File: src/rtl/gpio_mwr_pkg.sv
// Shared types for the GPIO masked-write scheduler.
// Beat bundle, FSM state encoding and data widths.
package gpio_mwr_pkg;

   localparam int GpioMwrHalfW = 16;
   localparam int GpioMwrDataW = 32;

   typedef struct packed {
      logic                    oe;
      logic                    upper;
      logic [GpioMwrHalfW-1:0] data;
      logic [GpioMwrHalfW-1:0] mask;
   } gpio_mwr_beat_t;

   typedef enum logic [1:0] {
      IDLE,
      LOWER,
      UPPER
   } gpio_mwr_state_e;

endpackage

File: src/rtl/gpio_rr_arb.sv
// Combinational round-robin arbiter.
// Search starts at ptr+1 and wraps, so ptr marks the last winner.
import gpio_mwr_pkg::*;

module gpio_rr_arb #(
   parameter int NumReq = 4,
   parameter int IdxW   = $clog2(NumReq)
) (
   input  logic [NumReq-1:0] req,
   input  logic [IdxW-1:0]   ptr,
   output logic [NumReq-1:0] gnt,
   output logic [IdxW-1:0]   idx
);

   logic            found;
   logic [IdxW-1:0] cand;

   always_comb begin
      gnt   = '0;
      idx   = '0;
      found = 1'b0;
      cand  = '0;
      for (int i = 1; i <= NumReq; i++) begin
         cand = IdxW'((int'(ptr) + i) % NumReq);
         if (!found && req[cand]) begin
            found     = 1'b1;
            gnt[cand] = 1'b1;
            idx       = cand;
         end
      end
   end

endmodule

File: src/rtl/gpio_masked_wr_sched.sv
// Splits requester masked writes into 16-bit beats for the GPIO block.
// Define GPIO_MWR_STATS_EN to build the beat/stall statistics counters.
import gpio_mwr_pkg::*;

module gpio_masked_wr_sched #(
   parameter int NumReq = 4,
   parameter int StatW  = 16
) (
   input  logic                                 clk_i,
   input  logic                                 rst_i,
   input  logic [NumReq-1:0]                    req_i,
   input  logic [NumReq-1:0]                    req_oe_i,
   input  logic [NumReq-1:0][GpioMwrDataW-1:0] req_data_i,
   input  logic [NumReq-1:0][GpioMwrDataW-1:0] req_mask_i,
   output logic [NumReq-1:0]                    gnt_o,
   output logic [NumReq-1:0]                    done_o,
   output logic                                 wr_valid_o,
   input  logic                                 wr_ready_i,
   output gpio_mwr_beat_t                       wr_beat_o,
   output logic                                 busy_o,
   output logic [StatW-1:0]                     stat_beats_o,
   output logic [StatW-1:0]                     stat_stalls_o
);

   localparam int IdxW = $clog2(NumReq);

   gpio_mwr_state_e   state, nxt;
   logic [IdxW-1:0]   ptr;
   logic [NumReq-1:0] arb_gnt;
   logic [IdxW-1:0]   arb_idx;
   logic              lat_oe;
   logic [GpioMwrDataW-1:0] lat_data;
   logic [GpioMwrDataW-1:0] lat_mask;
   logic [IdxW-1:0]   lat_idx;
   logic [GpioMwrDataW-1:0] win_mask;
   logic              take;

   gpio_rr_arb #(
      .NumReq (NumReq),
      .IdxW   (IdxW)
   ) u_arb (
      .req (req_i),
      .ptr (ptr),
      .gnt (arb_gnt),
      .idx (arb_idx)
   );

   assign win_mask = req_mask_i[arb_idx];
   assign take     = (state == IDLE) && (|req_i);
   assign busy_o   = (state != IDLE);

   always_ff @(posedge clk_i or posedge rst_i) begin
      if (rst_i) begin
         state    <= IDLE;
         ptr      <= IdxW'(NumReq - 1);
         lat_oe   <= 1'b0;
         lat_data <= '0;
         lat_mask <= '0;
         lat_idx  <= '0;
      end else begin
         state <= nxt;
         if (take) begin
            ptr      <= arb_idx;
            lat_oe   <= req_oe_i[arb_idx];
            lat_data <= req_data_i[arb_idx];
            lat_mask <= win_mask;
            lat_idx  <= arb_idx;
         end
      end
   end

   always_comb begin
      nxt        = state;
      gnt_o      = '0;
      done_o     = '0;
      wr_valid_o = 1'b0;
      wr_beat_o  = '0;
      unique case (state)
         IDLE: begin
            if (take && !rst_i) begin
               gnt_o = arb_gnt;
               if (win_mask[GpioMwrHalfW-1:0] != '0) begin
                  nxt = LOWER;
               end else if (win_mask[GpioMwrDataW-1:GpioMwrHalfW] != '0) begin
                  nxt = UPPER;
               end else begin
                  // Nothing to write: retire in the grant cycle.
                  done_o = arb_gnt;
               end
            end
         end
         LOWER: begin
            wr_valid_o      = 1'b1;
            wr_beat_o.oe    = lat_oe;
            wr_beat_o.upper = 1'b0;
            wr_beat_o.data  = lat_data[GpioMwrHalfW-1:0];
            wr_beat_o.mask  = lat_mask[GpioMwrHalfW-1:0];
            if (wr_ready_i) begin
               if (lat_mask[GpioMwrDataW-1:GpioMwrHalfW] != '0) begin
                  nxt = UPPER;
               end else begin
                  nxt             = IDLE;
                  done_o[lat_idx] = 1'b1;
               end
            end
         end
         UPPER: begin
            wr_valid_o      = 1'b1;
            wr_beat_o.oe    = lat_oe;
            wr_beat_o.upper = 1'b1;
            wr_beat_o.data  = lat_data[GpioMwrDataW-1:GpioMwrHalfW];
            wr_beat_o.mask  = lat_mask[GpioMwrDataW-1:GpioMwrHalfW];
            if (wr_ready_i) begin
               nxt             = IDLE;
               done_o[lat_idx] = 1'b1;
            end
         end
         default: nxt = IDLE;
      endcase
   end

`ifdef GPIO_MWR_STATS_EN
   logic [StatW-1:0] beats;
   logic [StatW-1:0] stalls;

   always_ff @(posedge clk_i or posedge rst_i) begin
      if (rst_i) begin
         beats  <= '0;
         stalls <= '0;
      end else begin
         if (wr_valid_o && wr_ready_i && (beats != '1)) begin
            beats <= beats + 1'b1;
         end
         if (wr_valid_o && !wr_ready_i && (stalls != '1)) begin
            stalls <= stalls + 1'b1;
         end
      end
   end

   assign stat_beats_o  = beats;
   assign stat_stalls_o = stalls;
`else
   assign stat_beats_o  = '0;
   assign stat_stalls_o = '0;
`endif

endmodule
File: config.mk
export PLATFORM = sky130hd
export DESIGN_NAME = gpio_masked_wr_sched
export DESIGN_NICKNAME = d
export VERILOG_FILES = /design/src/rtl/gpio_mwr_pkg.sv /design/src/rtl/gpio_rr_arb.sv /design/src/rtl/gpio_masked_wr_sched.sv
export SDC_FILE = /design/constraint.sdc
export NUM_CORES = 1
export LEC_CHECK = 0
export CORE_AREA = 2 2 133 135
export CTS_CLUSTER_SIZE = 14
export DETAILED_ROUTE_END_ITERATION = 6
export DIE_AREA = 0 0 135 137
export PLACE_DENSITY = 0.75
export SLEW_MARGIN = 20
export SYNTH_ARGS = -nofsm -noshare
export SYNTH_HDL_FRONTEND = slang
export SYNTH_HIERARCHICAL = 1
export SYNTH_SLANG_ARGS = --single-unit
File: constraint.sdc
create_clock -name clk_i -period 5.3 [get_ports clk_i]
set_input_delay 1.06 -clock clk_i [delete_from_list [all_inputs] [get_ports clk_i]]
set_output_delay 1.06 -clock clk_i [all_outputs]
set_load 0.02 [all_outputs]
* Word level (Yosys, flattened, before mapping)
Cells that the tools add are included.
** Word-level totals
- Register bits :: 71
- Latch bits :: 0
- Memory bits (writable) :: 0
- Memory bits (read-only) :: 0
- Input port bits :: 267
- Output and inout bits :: 76
- Logic and storage cells :: 105
- Memories :: 0
** Cells by class
- $add $sub $neg :: 4
- $mul :: 0
- Div/mod/pow operators :: 0
- Order comparisons :: 11
- Eq/ne operators :: 6
- Shift-type cells :: 0
- Mux-type cells :: 53
- Bitwise logic cells :: 3
- Reductions and logical operators :: 22
** Operators by type and width (number)
- binary-select mux 32 bit (select 2 bit) :: 2
- case mux 34 bit (2 select lines) :: 1
- 2-to-1 mux 32 bit :: 2
- 2-to-1 mux 4 bit :: 12
- nonzero test 16 bit :: 3
- 2-to-1 mux 2 bit :: 10
- < comparator 2 x 3 -> 1 bit (second input constant) :: 6
- 2-to-1 mux 1 bit :: 14
- bitwise OR 4 bit :: 3
- case mux 4 bit (3 select lines) :: 1
- binary-select mux 1 bit (select 2 bit) :: 5
- demux 1 bit (select 2 bit) :: 5
- greater-or-equal comparator 2 x 1 -> 1 bit (second input constant) :: 5
- logical AND 1 bit :: 10
- case mux 2 bit (3 select lines) :: 1
- adder 2 x 1 -> 2 bit (second input constant) :: 2
- adder 2 bit (second input constant) :: 2
- logical NOT 1 bit :: 4
- inequality test 2 bit (second input constant) :: 2
- AND reduction 4 bit :: 1
- OR reduction 4 bit :: 1
- inequality test 3 x 1 -> 1 bit (second input constant) :: 1
- == test 2 x 1 -> 1 bit (second input constant) :: 1
- == test 2 bit (second input constant) :: 1
- other kinds (4) :: 4

* Depth between registers and ports, before layout
- Depth after elaboration :: 20
- Gate-level depth with buffers :: 16

* Cells and area by module
The synthesis kept the hierarchy.
** By module, submodules not included
- gpio_masked_wr_sched :: instances 1, cells an instance 389, area each 5286.3 um^2
- gpio_rr_arb :: instances 1, cells an instance 68, area each 545.5 um^2

* Least setup slack after synthesis
No wires, ideal clock.
- Path kind :: input to output
- Start :: input port req_i[1]
- End :: output port done_o[0]
- Data arrival time :: 3.861 ns
- Required time :: 4.240 ns
- Slack :: 0.379 ns
- Stages :: 10
- Path through :: buf_4 o221a_2 nor3_1 buf_1 buf_1 mux4_2 nor4_2 nand4_2 nor4b_4 a22o_1
** Between the ends
- Cells in the longest elaborated chain, start to end :: 19
** RTL lines
- start: declaration :: line gpio_masked_wr_sched.sv:11 : input logic [NumReq-1:0] req_i,
- binary-select mux 1 bit (select 2 bit) :: line gpio_rr_arb.sv:25 : if (!found && req[cand]) begin
- 2-to-1 mux 1 bit (implied by the code) :: line gpio_rr_arb.sv:25
- 2-to-1 mux 1 bit :: line gpio_rr_arb.sv:25
- logical NOT 1 bit :: line gpio_rr_arb.sv:25
- logical AND 1 bit :: line gpio_rr_arb.sv:25
- 2-to-1 mux 1 bit :: line gpio_rr_arb.sv:25
- logical NOT 1 bit :: line gpio_rr_arb.sv:25
- logical AND 1 bit :: line gpio_rr_arb.sv:25
- [... 4 more ...]
- net arb_idx[1] :: line gpio_masked_wr_sched.sv:30 : logic [IdxW-1:0] arb_idx;
- binary-select mux 32 bit (select 2 bit) * :: line gpio_masked_wr_sched.sv:48 : assign win_mask = req_mask_i[arb_idx];
- 2-to-1 mux 32 bit (implied by the code) * :: line gpio_masked_wr_sched.sv:48
- nonzero test 16 bit :: line gpio_masked_wr_sched.sv:84 : end else if (win_mask[GpioMwrDataW-1:GpioMwrHalfW] != '0) begin
- 2-to-1 mux 4 bit :: line gpio_masked_wr_sched.sv:84
- 2-to-1 mux 4 bit * :: line gpio_masked_wr_sched.sv:82 : if (win_mask[GpioMwrHalfW-1:0] != '0) begin
- 2-to-1 mux 4 bit * :: line gpio_masked_wr_sched.sv:80 : if (take && !rst_i) begin
- case mux 4 bit (3 select lines) * :: line gpio_masked_wr_sched.sv:78 : unique case (state)
- end: declaration :: line gpio_masked_wr_sched.sv:16 : output logic [NumReq-1:0] done_o,
Mark *: on every way through the listed nets, which the timed path passes. The rest lies on a longest branch. The select of a mux whose other input is x is not followed.

* Worst setup path in the final report
- Start :: input port req_i[1]
- End :: output port done_o[2]
Same word-level chain as after synthesis.

==> results.md <==
- CTS Hold Bufs: 0
- Clock transition at path regs: 0.05 ns
- Final standard cell area without fillers: 9920 um2
- Slew at the pin with the worst max-slew slack: 0.9382 ns
- CP required: 4.24 ns
- Buffers plus inverters on the worst setup path: 6
- Status: finished clean
- Vias in the first global route: 5834
- DR vias: 5438
- Clock insertion delay at the later pin of the skew report: 0.33 ns
- Net count, final: 1081
- Port buffer count: 310
- DRT Wirelength: 21.14 mm
- Placed inst area: 9236 um2
- Type of destination of the critical path: output port
- Synth warnings: 6
- Worst Hold Class: flip-flop to flip-flop
- CTS tree: yes
- Router iterations before antenna repair: 5
- Total clock buffers created by CTS: 9
- Worst-path maximum fanout: 6
- Number of cells produced by synthesis: 457
- Num Clock Sinks: 71
- DRC violation count after routing: 0
- Sequential area share after synthesis: 30.51%
- Worst-case headroom to the max-slew limit: 37.45%
- Synth unique cells: 48
- Type of origin of the critical path: input pin
- Static leakage power: 3.792 nW
- Final weighted congestion in routability-driven placement: 0.9545
- Setup repair after global routing missed its margin: true
- Die width: 135 um
- Fin crit share: 98.47%
- Largest vdd supply drop: 0.3009 mV
- Vias/cell: 5.269
- Area grow syn2layout: 70.09%
- Number of buffers on the longest clock path: 2
- Routed WL per cell: 20.48 um
- Post-synthesis sequential element count: 71
- Post-synthesis mux area share: 39.69%
- Met2 layer usage reported by global route: 40.86%
- Total count of hold-check failures in the final report: 0
- Cell class contributing the biggest share of worst-path delay: simple AND/OR/NAND/NOR gates
- Most Frequent Cell on Critical Path: sky130_fd_sc_hd__buf_12
- Min cycle time layout: 5.219 ns
- Die outline area: 18500 um2
- Proportion of register bits with asynchronous set or reset after synthesis: 100.0%
- Number of slew-limit violations in the final report: 0
- Simple-gate share of the synthesized area: 9.526%
- Global-route wire length before repair: 31.81 mm
- GRT Overall Usage: 22.58%
- Setup violations, final: 0
- Pin count of the biggest net entering global routing: 71
- Leading cell types in the layout, fill and taps excluded: sky130_fd_sc_hd__clkdlybuf4s50_1 (302), sky130_fd_sc_hd__dfrtp_1 (69), sky130_fd_sc_hd__mux4_2 (67), sky130_fd_sc_hd__mux2_2 (67), sky130_fd_sc_hd__buf_4 (51)
- Cell with the largest stage delay on the worst path: sky130_fd_sc_hd__mux4_2
- Adder-cell share of the synthesized area: 2.575%
- Ratio of cells with drive above 1 in the final layout: 31.23%
- Die height: 137 um
- Antenna violations before repair: 0
- EDFF count, synth: 0
- Final sum of negative setup slack: 0 ns
- Master cell of the clock root buffer: sky130_fd_sc_hd__clkbuf_16
- Most common flop cell mapped by yosys: sky130_fd_sc_hd__dfrtp_1
- Total of max-cap violations: 0
- Antenna diode instance count: 0
- Total congestion overflow after global routing: 0
- Setup Skew: 0.007422 ns
- Initial standard-cell utilization of the core: 34.19%
- Slowest cell delay on critical path: 0.54 ns
- Core ar.: 17060 um2
- CTS HTree Levels: 3
- Met1 demand-to-capacity share in global routing: 27.09%
- Summed instance area of the synthesized netlist: 5832 um2
- Data arrival time at the worst-slack endpoint: 4.16 ns
- Met3 demand-to-capacity share in global routing: 3.741%
- Antenna viol nets, final: 0
- Category of the critical setup timing path: input pin to output port
- FP Rows: 48
- I/O pin cnt: 343
- Per-instance average area after synthesis: 12.76 um2
- Hpwl dp: 17.11 mm
- Combinational family with the most area after synthesis: multiplexers
- Grt peak-use layer: met2
- Cell breakdown of the critical path: clkdlybuf4s15_2, nor2b_1, nor3b_2, o211ai_1, a21oi_4, buf_12, buf_8, buf_12, mux4_2, nor4_4, nand4_2, nor4b_4, buf_4, a22o_1, buf_6
- Xor-xnor portion of the synthesized cell area: 0%
- First DRT Iteration DRCs: 227
- FMAX: 191.6 MHz
- Share of the synthesized area in compound gates (AO/OA/AOI/OAI): 8.947%
- Power per Cell Area: 585.3 nW/um2
- Leading cell type in the layout, fill and taps excluded: sky130_fd_sc_hd__clkdlybuf4s50_1
## kinds of logic (layout without fill, tap and decap cells)
family                   Yosys count  count (layout)
adder cells (fa/ha/maj)           12              12
buffers and inverters             80             399
AO/OA/AOI/OAI                     68              68
other                              1              32
flip-flops                        71              71
AND/OR/NAND/NOR                   87              87
multiplexers                     138             138
## repair_timing
item,CTS,global route
pin swaps,16,16
setup endpoints to repair,4,4
cloned,1,0
gates resized for setup,59,17
buffers inserted,14,9
hold endpoints to repair,0,0
## stage by stage
stage | total power [mW] | std cells | util (%) | setup WS, ns | hold slack [ns]
floorplan | 3.553 | 488 | - | 0.3792 | 0.4798
CTS | 5.688 | 1024 | 57.37 | -0.01241 | 0.5074
detailed placement | 4.796 | 994 | 54.15 | -0.7806 | 0.4948
finish | 5.806 | 1032 | 58.16 | 0.08106 | 0.5055
global route | 6.149 | 1032 | 58.16 | -0.07063 | 0.5190
global placement | 4.666 | 994 | 54.15 | -0.6888 | 0.4877
## layer usage
layer / up-vias / wire (um)
met2: 245 / 11320
met4: 0 / 654
li1: 2422 / -
met1: 2733 / 8020
met5: - / 0
met3: 38 / 1146
## final timing paths
path                               from      endpoint  slack, ns  cells after the start
min reg2reg                lat_data[28]  lat_data[28]       0.51                      1
max                            req_i[1]     done_o[2]       0.08                     15
min                        lat_data[28]  lat_data[28]       0.51                      1
max reg2reg                      ptr[0]      state[1]       1.59                     16
max in group asynchronous         rst_i   lat_mask[5]       3.07                      3
min in group asynchronous         rst_i    lat_idx[0]       1.26                      2
## cells in the mapped netlist (all sizes together) (2+ instances only)
cell type,number,area [um2]
dfstp,2,52.55
nor2,7,26.28
buf,51,397.9
nor3,3,15.01
and2,4,25.02
o22ai,2,12.51
a22o,4,35.03
nor2b,36,225.2
and4,2,17.52
o211ai,3,22.52
inv,9,33.78
a221oi,2,23.77
mux4,67,1516
clkbuf,20,75.07
ha,12,150.1
a22oi,35,262.8
nand2,13,48.80
a221o,4,45.04
nor4b,2,32.53
mux2,70,788.3
nor4,12,100.1
a21oi,5,25.02
dfrtp,69,1727
o21ai,7,35.03
nor3b,2,15.01
## cell type report
type,count,area [um2]
Clock inverter,2,37.54
Inverter,9,33.78
Clock buffer,14,274.0
Tap cell,225,281.5
Timing Repair Buffer,374,3702
Sequential cell,71,1779
Multi-Input combinational cell,337,3811
Fill cell,1334,7137
## flip-flops by register name, summed over array words and instances (netlist names)
signal,cells
ptr,2
lat_idx,2
lat_oe,1
state,2
lat_data,32
lat_mask,32
## where the power goes
group / switching [mW] / total [mW] / internal, mW
clock: 0.224 / 0.627 / 0.403
sequential: 0.204 / 1.05 / 0.849
combinational: 1.83 / 4.13 / 2.30
(Power assumes the default switching activity.)
